==> src/rtl/led_playback_sequencer.sv <==
// Plays stored colour codes from sequence memory onto four LEDs with on/gap timing.
// Optional PLAYBACK_FLASH_EN adds a flash_req input and an all-LED flash state.
module led_playback_sequencer #(
    parameter int unsigned ADDR_WIDTH     = 5,
    parameter int unsigned DATA_WIDTH     = 2,
    parameter int unsigned FAST_ON_CYCLES = 25_000_000,
    parameter int unsigned SLOW_ON_CYCLES = 50_000_000,
    parameter int unsigned GAP_CYCLES     = 12_500_000,
    parameter int unsigned FLASH_CYCLES   = 50_000_000
) (
    input  logic                  clk,
    input  logic                  rst,
    input  logic                  play_req,
    input  logic [ADDR_WIDTH-1:0] play_last,
    input  logic                  speed,
    input  logic                  abort,
`ifdef PLAYBACK_FLASH_EN
    input  logic                  flash_req,
`endif
    output logic                  mem_rd,
    output logic [ADDR_WIDTH-1:0] mem_addr,
    input  logic [DATA_WIDTH-1:0] mem_data,
    output logic                  led_red,
    output logic                  led_green,
    output logic                  led_blue,
    output logic                  led_yellow,
    output logic                  busy,
    output logic                  done
);

    localparam int unsigned MAX_ON     = (FAST_ON_CYCLES > SLOW_ON_CYCLES) ?
                                         FAST_ON_CYCLES : SLOW_ON_CYCLES;
    localparam int unsigned MAX_OFF    = (GAP_CYCLES > FLASH_CYCLES) ? GAP_CYCLES : FLASH_CYCLES;
    localparam int unsigned MAX_CYCLES = (MAX_ON > MAX_OFF) ? MAX_ON : MAX_OFF;
    localparam int unsigned TIMER_WIDTH = $clog2(MAX_CYCLES) + 1;

    // Zero-length parameters are clamped to one cycle.
    localparam int unsigned FAST_N  = (FAST_ON_CYCLES == 0) ? 1 : FAST_ON_CYCLES;
    localparam int unsigned SLOW_N  = (SLOW_ON_CYCLES == 0) ? 1 : SLOW_ON_CYCLES;
    localparam int unsigned GAP_N   = (GAP_CYCLES == 0) ? 1 : GAP_CYCLES;
    localparam int unsigned FLASH_N = (FLASH_CYCLES == 0) ? 1 : FLASH_CYCLES;

    localparam logic [TIMER_WIDTH-1:0] FAST_LOAD  = TIMER_WIDTH'(FAST_N - 1);
    localparam logic [TIMER_WIDTH-1:0] SLOW_LOAD  = TIMER_WIDTH'(SLOW_N - 1);
    localparam logic [TIMER_WIDTH-1:0] GAP_LOAD   = TIMER_WIDTH'(GAP_N - 1);
`ifdef PLAYBACK_FLASH_EN
    localparam logic [TIMER_WIDTH-1:0] FLASH_LOAD = TIMER_WIDTH'(FLASH_N - 1);
`endif

    typedef enum logic [2:0] {
        StIdle,
        StFetch,
        StWait,
        StOn,
        StGap,
        StDone
`ifdef PLAYBACK_FLASH_EN
        , StFlash
`endif
    } state_t;

    state_t                  state_q, state_d;
    logic [ADDR_WIDTH-1:0]   idx_q, idx_d;
    logic [ADDR_WIDTH-1:0]   last_q, last_d;
    logic                    speed_q, speed_d;
    logic [DATA_WIDTH-1:0]   colour_q, colour_d;
    logic [TIMER_WIDTH-1:0]  timer_q, timer_d;
    logic [3:0]              leds;
    logic                    timer_zero;

    always_ff @(posedge clk) begin
        if (rst) begin
            state_q  <= StIdle;
            idx_q    <= '0;
            last_q   <= '0;
            speed_q  <= 1'b0;
            colour_q <= '0;
            timer_q  <= '0;
        end else begin
            state_q  <= state_d;
            idx_q    <= idx_d;
            last_q   <= last_d;
            speed_q  <= speed_d;
            colour_q <= colour_d;
            timer_q  <= timer_d;
        end
    end

    assign timer_zero = (timer_q == '0);

    always_comb begin
        state_d  = state_q;
        idx_d    = idx_q;
        last_d   = last_q;
        speed_d  = speed_q;
        colour_d = colour_q;
        timer_d  = timer_q;
        mem_rd   = 1'b0;
        mem_addr = idx_q;
        leds     = 4'b0000;
        busy     = 1'b1;
        done     = 1'b0;

        unique case (state_q)
            StIdle: begin
                busy     = 1'b0;
                mem_addr = '0;
                if (play_req) begin
                    last_d  = play_last;
                    speed_d = speed;
                    idx_d   = '0;
                    state_d = StFetch;
                end
`ifdef PLAYBACK_FLASH_EN
                else if (flash_req) begin
                    idx_d   = '0;
                    timer_d = FLASH_LOAD;
                    state_d = StFlash;
                end
`endif
            end
            StFetch: begin
                mem_rd  = 1'b1;
                state_d = StWait;
            end
            StWait: begin
                colour_d = mem_data;
                timer_d  = speed_q ? FAST_LOAD : SLOW_LOAD;
                state_d  = StOn;
            end
            StOn: begin
                leds = 4'b0001 << colour_q;
                if (timer_zero) begin
                    timer_d = GAP_LOAD;
                    state_d = StGap;
                end else begin
                    timer_d = timer_q - TIMER_WIDTH'(1);
                end
            end
            StGap: begin
                if (!timer_zero) begin
                    timer_d = timer_q - TIMER_WIDTH'(1);
                end else if (idx_q == last_q) begin
                    // Compare before incrementing so the top address never wraps to 0.
                    state_d = StDone;
                end else begin
                    idx_d   = idx_q + ADDR_WIDTH'(1);
                    state_d = StFetch;
                end
            end
            StDone: begin
                done    = 1'b1;
                state_d = StIdle;
            end
`ifdef PLAYBACK_FLASH_EN
            StFlash: begin
                leds = 4'b1111;
                if (timer_zero) begin
                    state_d = StDone;
                end else begin
                    timer_d = timer_q - TIMER_WIDTH'(1);
                end
            end
`endif
            default: state_d = StIdle;
        endcase

        if (abort) begin
            state_d = StIdle;
        end
    end

    assign led_red    = leds[0];
    assign led_green  = leds[1];
    assign led_blue   = leds[2];
    assign led_yellow = leds[3];

endmodule
==> config.mk <==
export PLATFORM = sky130hd
export DESIGN_NAME = led_playback_sequencer
export DESIGN_NICKNAME = d
export VERILOG_FILES = /design/src/rtl/led_playback_sequencer.sv
export SDC_FILE = /design/constraint.sdc
export NUM_CORES = 1
export LEC_CHECK = 0
export ABC_AREA = 1
export BUFFER_PORTS_ARGS = -buffer_cell sky130_fd_sc_hd__buf_2
export CAP_MARGIN = 20
export CORE_MARGIN = 5
export CORE_UTILIZATION = 60
export DETAILED_ROUTE_END_ITERATION = 16
export GPL_TIMING_DRIVEN = 0
export PLACE_DENSITY = 0.8
export SETUP_SLACK_MARGIN = 0.15
export SYNTH_ARGS = -nofsm -noshare
export SYNTH_HDL_FRONTEND = slang
export SYNTH_SLANG_ARGS = --single-unit
==> constraint.sdc <==
create_clock -name clk -period 2.3 [get_ports clk]
set_clock_uncertainty 0.05 [all_clocks]
set_input_delay 0.115 -clock clk [delete_from_list [all_inputs] [get_ports clk]]
set_output_delay 0.115 -clock clk [all_outputs]
set_load 0.05 [all_outputs]
# --- After elaboration in Yosys (flattened, before gate mapping) ---
# Index checks and enable logic that the tools add are counted.
totals:
  elab_cells: 47
  reg_bits: 43
  input_bits: 12
  out_inout_bits: 12
classes:
  n_reduce_logical: 9
  shifts: 1
  add_sub_neg: 2
  eq_ne: 11
  muxes: 18
op_table:
  columns: ["op", "n"]
  rows:
  - ["27-bit one-hot mux with 3 select lines", 1]
  - ["27-bit 2-to-1 mux", 2]
  - ["27-bit logical NOT", 1]
  - ["27-bit by 1-bit subtractor with 27-bit output (second input constant)", 1]
  - ["26-bit 2-to-1 mux", 1]
  - ["5-bit 2-to-1 mux", 4]
  - ["3-bit one-hot mux with 5 select lines", 1]
  - ["3-bit 2-to-1 mux", 4]
  - ["2-bit != test (second input constant)", 5]
  - ["5-bit one-hot mux with 2 select lines", 1]
  - ["3-bit by 2-bit equality test with 1-bit output (second input constant)", 2]
  - ["3-bit equality test (second input constant)", 2]
  - ["5-bit by 1-bit adder with 5-bit output (second input constant)", 1]
  - ["5-bit equality test", 1]
  - ["4-bit 2-to-1 mux", 1]
  - ["2-bit AND reduction", 2]
  - ["4-bit AND reduction", 1]
  - ["1-bit by 2-bit left shift with 4-bit output (first input constant)", 1]
  - ["3-bit by 1-bit equality test with 1-bit output (second input constant)", 1]
  - ["3-bit logical NOT", 1]
  - ["1-bit 2-to-1 mux", 3]
  - ["3-bit AND reduction", 1]
  - ["3-bit nonzero test", 1]
  - ["2-bit nonzero test", 1]
  - ["2-bit OR reduction", 1]

# --- Logic depth before layout (Yosys ltp) ---
logic_depth:
  depth_word: 4
  mapped_depth: 12

# --- Worst setup path after synthesis ---
# Ideal clock, no wire load.
synth_path:
  path_kind: "register to output"
  from: "register state_q[1]"
  to: "output port led_blue"
  t_arrival_ps: 1776
  n_path_buf: 0
  t_required_ps: 2135
  stages_incl_launch_ff: 5
  setup_slack_ps: 359
  cell_sequence: "dfxtp_1 -> inv_1 -> nor2_2 -> nand2_2 -> nor3_1"
synth_via:
  elab_chain_len: 2
synth_rtl:
  columns: ["item", "line", "rtl"]
  rows:
  - ["from (decl)", "62", "state_t state_q, state_d;"]
  - ["from (signal assigned)", "73", "state_q <= StIdle;"]
  - ["from (signal assigned)", "80", "state_q <= state_d;"]
  - ["3-bit by 2-bit equality test with 1-bit output", "104", "unique case (state_q)"]
  - ["4-bit 2-to-1 mux", "104", null]
  - ["to (decl)", "25", "output logic led_blue,"]
# No other way between the ends.

# --- Final worst setup path ---
layout_path:
  from: "register timer_q[0]"
  to: "register timer_q[25]"
layout_via:
  elab_chain_len: 3
  elab_cells_between_ends: 7
  cone_classes: "add/sub (1); eq/ne (1); mux (3); reduce/logical (2)"
layout_rtl:
  columns: ["item", "line", "rtl"]
  rows:
  - ["from (decl)", "67", "logic [TIMER_WIDTH-1:0] timer_q, timer_d;"]
  - ["from (signal assigned)", "85", "timer_q <= timer_d;"]
  - ["27-bit by 1-bit subtractor with 27-bit output or 27-bit logical NOT (tied branches)", "137, 142, 89", null]
  - ["27-bit 2-to-1 mux (tied with other cells)", "141", "if (!timer_zero) begin"]
  - ["27-bit one-hot mux with 3 select lines or 2-bit AND reduction (tied branches)", null, null]
# Parallel ways exist; a longest one is shown, timed or not. The select of a mux whose other input is x is not followed.
# A chain may end at the register's enable or synchronous reset.

==> metrics.csv <==
stage,metric,value,unit
timing,slew_headroom,0.620,
cts,cts_root_buf,clkbuf_8,
cts,clk_pin_slew_worst_paths,90,ps
route,ant_nets,0,
route,num_vias,2909,
setup_path,path_class,flip-flop to flip-flop,
setup_path,cp-start-kind,flip-flop,
setup_path,endpoint,timer_q[25],
die,io_pins,24,
synth,synth.cell_area,0.00282,mm^2
synth,syn_avg_cell_area,6.38,um^2
synth,synth_compound_area_frac,0.112,
synth,syn_nets,455,
timing,finalCritPeriodShare,0.827,
die,die_x,78.5,um
power_and_ir_drop,p_leak,1.49,nW
global_route,grt_pass1_wl,12300,um
synth,yosys.area_share.adder,0.00889,
cts,cts_buffer_depth,2,
synth,synth_top_cell_by_area,dfxtp_1,
outcome,outcome,"complete, no violations",
placement,place_congestion,0.932,
setup_path,crit_required,2440,ps
route,remaining_drc_errors,0,
flow_run,maxCapViolations,0,
route,route.detailed.wl_per_inst,13.4,um
placement,portBuffers,23,
final_layout,final_cell_area,0.00311,mm^2
synth,synth.area.mux_share,0,
synth,synth-main-ff-cell,dfxtp_1,
final_layout,multiInputGateArea,0.00169,mm^2
route,viasPerCell,5.50,
timing,grt_setup_unrepaired,no,
final_layout,fill_cells,454,
setup_path,crit_path_start,timer_q[0],
global_route,grt_pass1_vias,2710,
route,drt_iter0_drc,275,
global_route,grt_max_degree,14,
final_layout,most-common-layout-cells,"nand2_1, nor2_1, inv_1",
cts,cts_tree,built,
setup_path,arrival,2040,ps
route,dr.pass1.iters,5,
final_layout,final_nets,488,
timing,tightest_slew,570,ps
synth,synth-seq-cells,43,
final_layout,antennaDiodeCount,0,
final_layout,areaGrowthSynthToFinish,10.4,%
timing,slew_violations,0,
final_layout,layout_commonest_cell,nand2_1,
die,coreArea,0.00463,mm^2
final_layout,drive_above_1_share,0.137,
global_route,grt_antenna_before_repair,0,
synth,syn_inst,441,
synth,synthXorXnorAreaFrac,0.0436,
cts,clk_latency,300,ps
timing,hold_violations,0,
timing,fmax,0.526,GHz
synth,synth_area_leaders,"dfxtp_1, nand2_1, nor2_1",
timing,post-route-min-period,1900,ps
die,fp.dieArea,0.00616,mm^2
die,num_rows,25,
die,die_y,78.5,um
global_route,grt-ovfl-total,0,
synth,synth-simple-area-share,0.435,
synth,synth_warnings,0,
synth,synth_top_family_by_area,simple AND/OR/NAND/NOR gates,
setup_path,rrSetupSlack,400,ps
timing,hold_slack,17.3,ps
setup_path,worstRegToRegCells,10,
synth,synth-async-reset-ratio,0,
route,wl,7110,um
setup_path,reg2reg_from,timer_q[0],
synth,synth_enable_flop_cells,0,
timing,setup-violations-final,0,
cts,h-tree-depth,2,
cts,clock_sinks,43,
synth,yosysSeqAreaShare,0.306,
placement,dpl.hpwl,5430,um
setup_path,endpoint_kind,flip-flop,
synth,synth_cell_types,33,
global_route,track_usage,0.250,
final_layout,regArea,861,um^2
timing,setup_tns,0,ps
power_and_ir_drop,ir_worst_vdd,0.000437,V
die,initial_core_util,0.608,
synth,synth_top_area_frac,0.306,
cts,cts_inserted_buffers,5,
setup_path,crit_fanout,10,
worst_hold_path,hold_class,input pin to flip-flop,
setup_path,r2r-end,timer_q[25],
placement,placedInstanceArea,0.00300,mm^2
power_and_ir_drop,powerDensity,805,mW/mm^2
## layer usage
metal,track usage,up-vias,part of all wire
li1,-,1483,-
met1,0.309,1304,0.43
met2,0.421,94,0.49
met3,0.0401,28,0.049
met4,0.119,0,0.036
met5,0,-,0
## area by class of cell
type	count	share of cell area
multi-input cells	334	0.543
flip-flops and latches	43	0.277
inverters	55	0.0664
repair buffers	26	0.0451
clock buffers	6	0.0233
well taps	54	0.0217
plain buffers	9	0.0193
clock inverters	2	0.00403
## synth_stat cells, types with 2 or more instances
| master | number |
|---|---|
| a21oi_1 | 33 |
| buf_6 | 3 |
| clkbuf_1 | 5 |
| dfxtp_1 | 43 |
| ha_1 | 2 |
| inv_1 | 50 |
| inv_2 | 5 |
| nand2_1 | 116 |
| nand2_2 | 5 |
| nand2_4 | 4 |
| nand3_1 | 28 |
| nand3_2 | 2 |
| nand4_1 | 17 |
| nor2_1 | 65 |
| nor2_2 | 3 |
| nor2_4 | 5 |
| nor3_1 | 6 |
| o21ai_0 | 21 |
| o21bai_1 | 2 |
| xnor2_1 | 6 |
| xor2_1 | 8 |
## worst max-delay path, stage by stage, from the launching register on
cell and delay [ps]:
dfxtp_1 320, inv_1 90, ha_1 250, nand2_2 130
nor2_4 200, nand3_4 160, nand2_8 130, nand2_4 90
buf_6 160, o21ai_0 150, a21oi_1 50
## sequential cells by signal, indices dropped and copies added (netlist names)
name,flops
timer_q,27
state_q,3
colour_q,2
last_q,5
idx_q,5
speed_q,1
## metrics by stage
stage,std cells,total power [mW],utilization,worst slack [ps]
after global routing,529,2.71,0.671,232
after global placement,518,1.97,0.648,371
final,529,2.50,0.671,398
after floorplan,441,1.77,-,359
after CTS,527,2.48,0.668,293
after detailed placement,518,1.99,0.648,306
## kinds of logic (layout without fill, tap and decap cells)
family	after synthesis	after routing
AND/OR/NAND/NOR	258	258
buffers and inverters	64	98
AO/OA/AOI/OAI	60	60
flip-flops	43	43
XOR/XNOR	14	14
adder cells (fa/ha/maj)	2	2
## worst min path at each step
stage | start | to | cells past startpoint
floorplan | rst | idx_q[2] | 1
global placement | rst | idx_q[2] | 2
detailed placement | rst | last_q[4] | 2
CTS | play_last[4] | last_q[4] | 3
global route | play_last[4] | last_q[4] | 3
finish | abort | state_q[0] | 4
## power breakdown
group          leakage [nW]  internal (mW)  switching [mW]  total (mW)
Combinational          1.10          0.390           0.754        1.14
Clock                0.0412          0.213           0.268       0.480
Sequential            0.350          0.808          0.0681       0.876
## timing repair
item                                    in CTS  in global routing
endpoints found under the hold margin        2                  0
gates resized for setup                      0                  0
setup buffers                                0                  2
hold buffers                                 1                  0
endpoints found under the setup margin       0                  8
No activity file was read; power rests on OpenSTA's default activity.
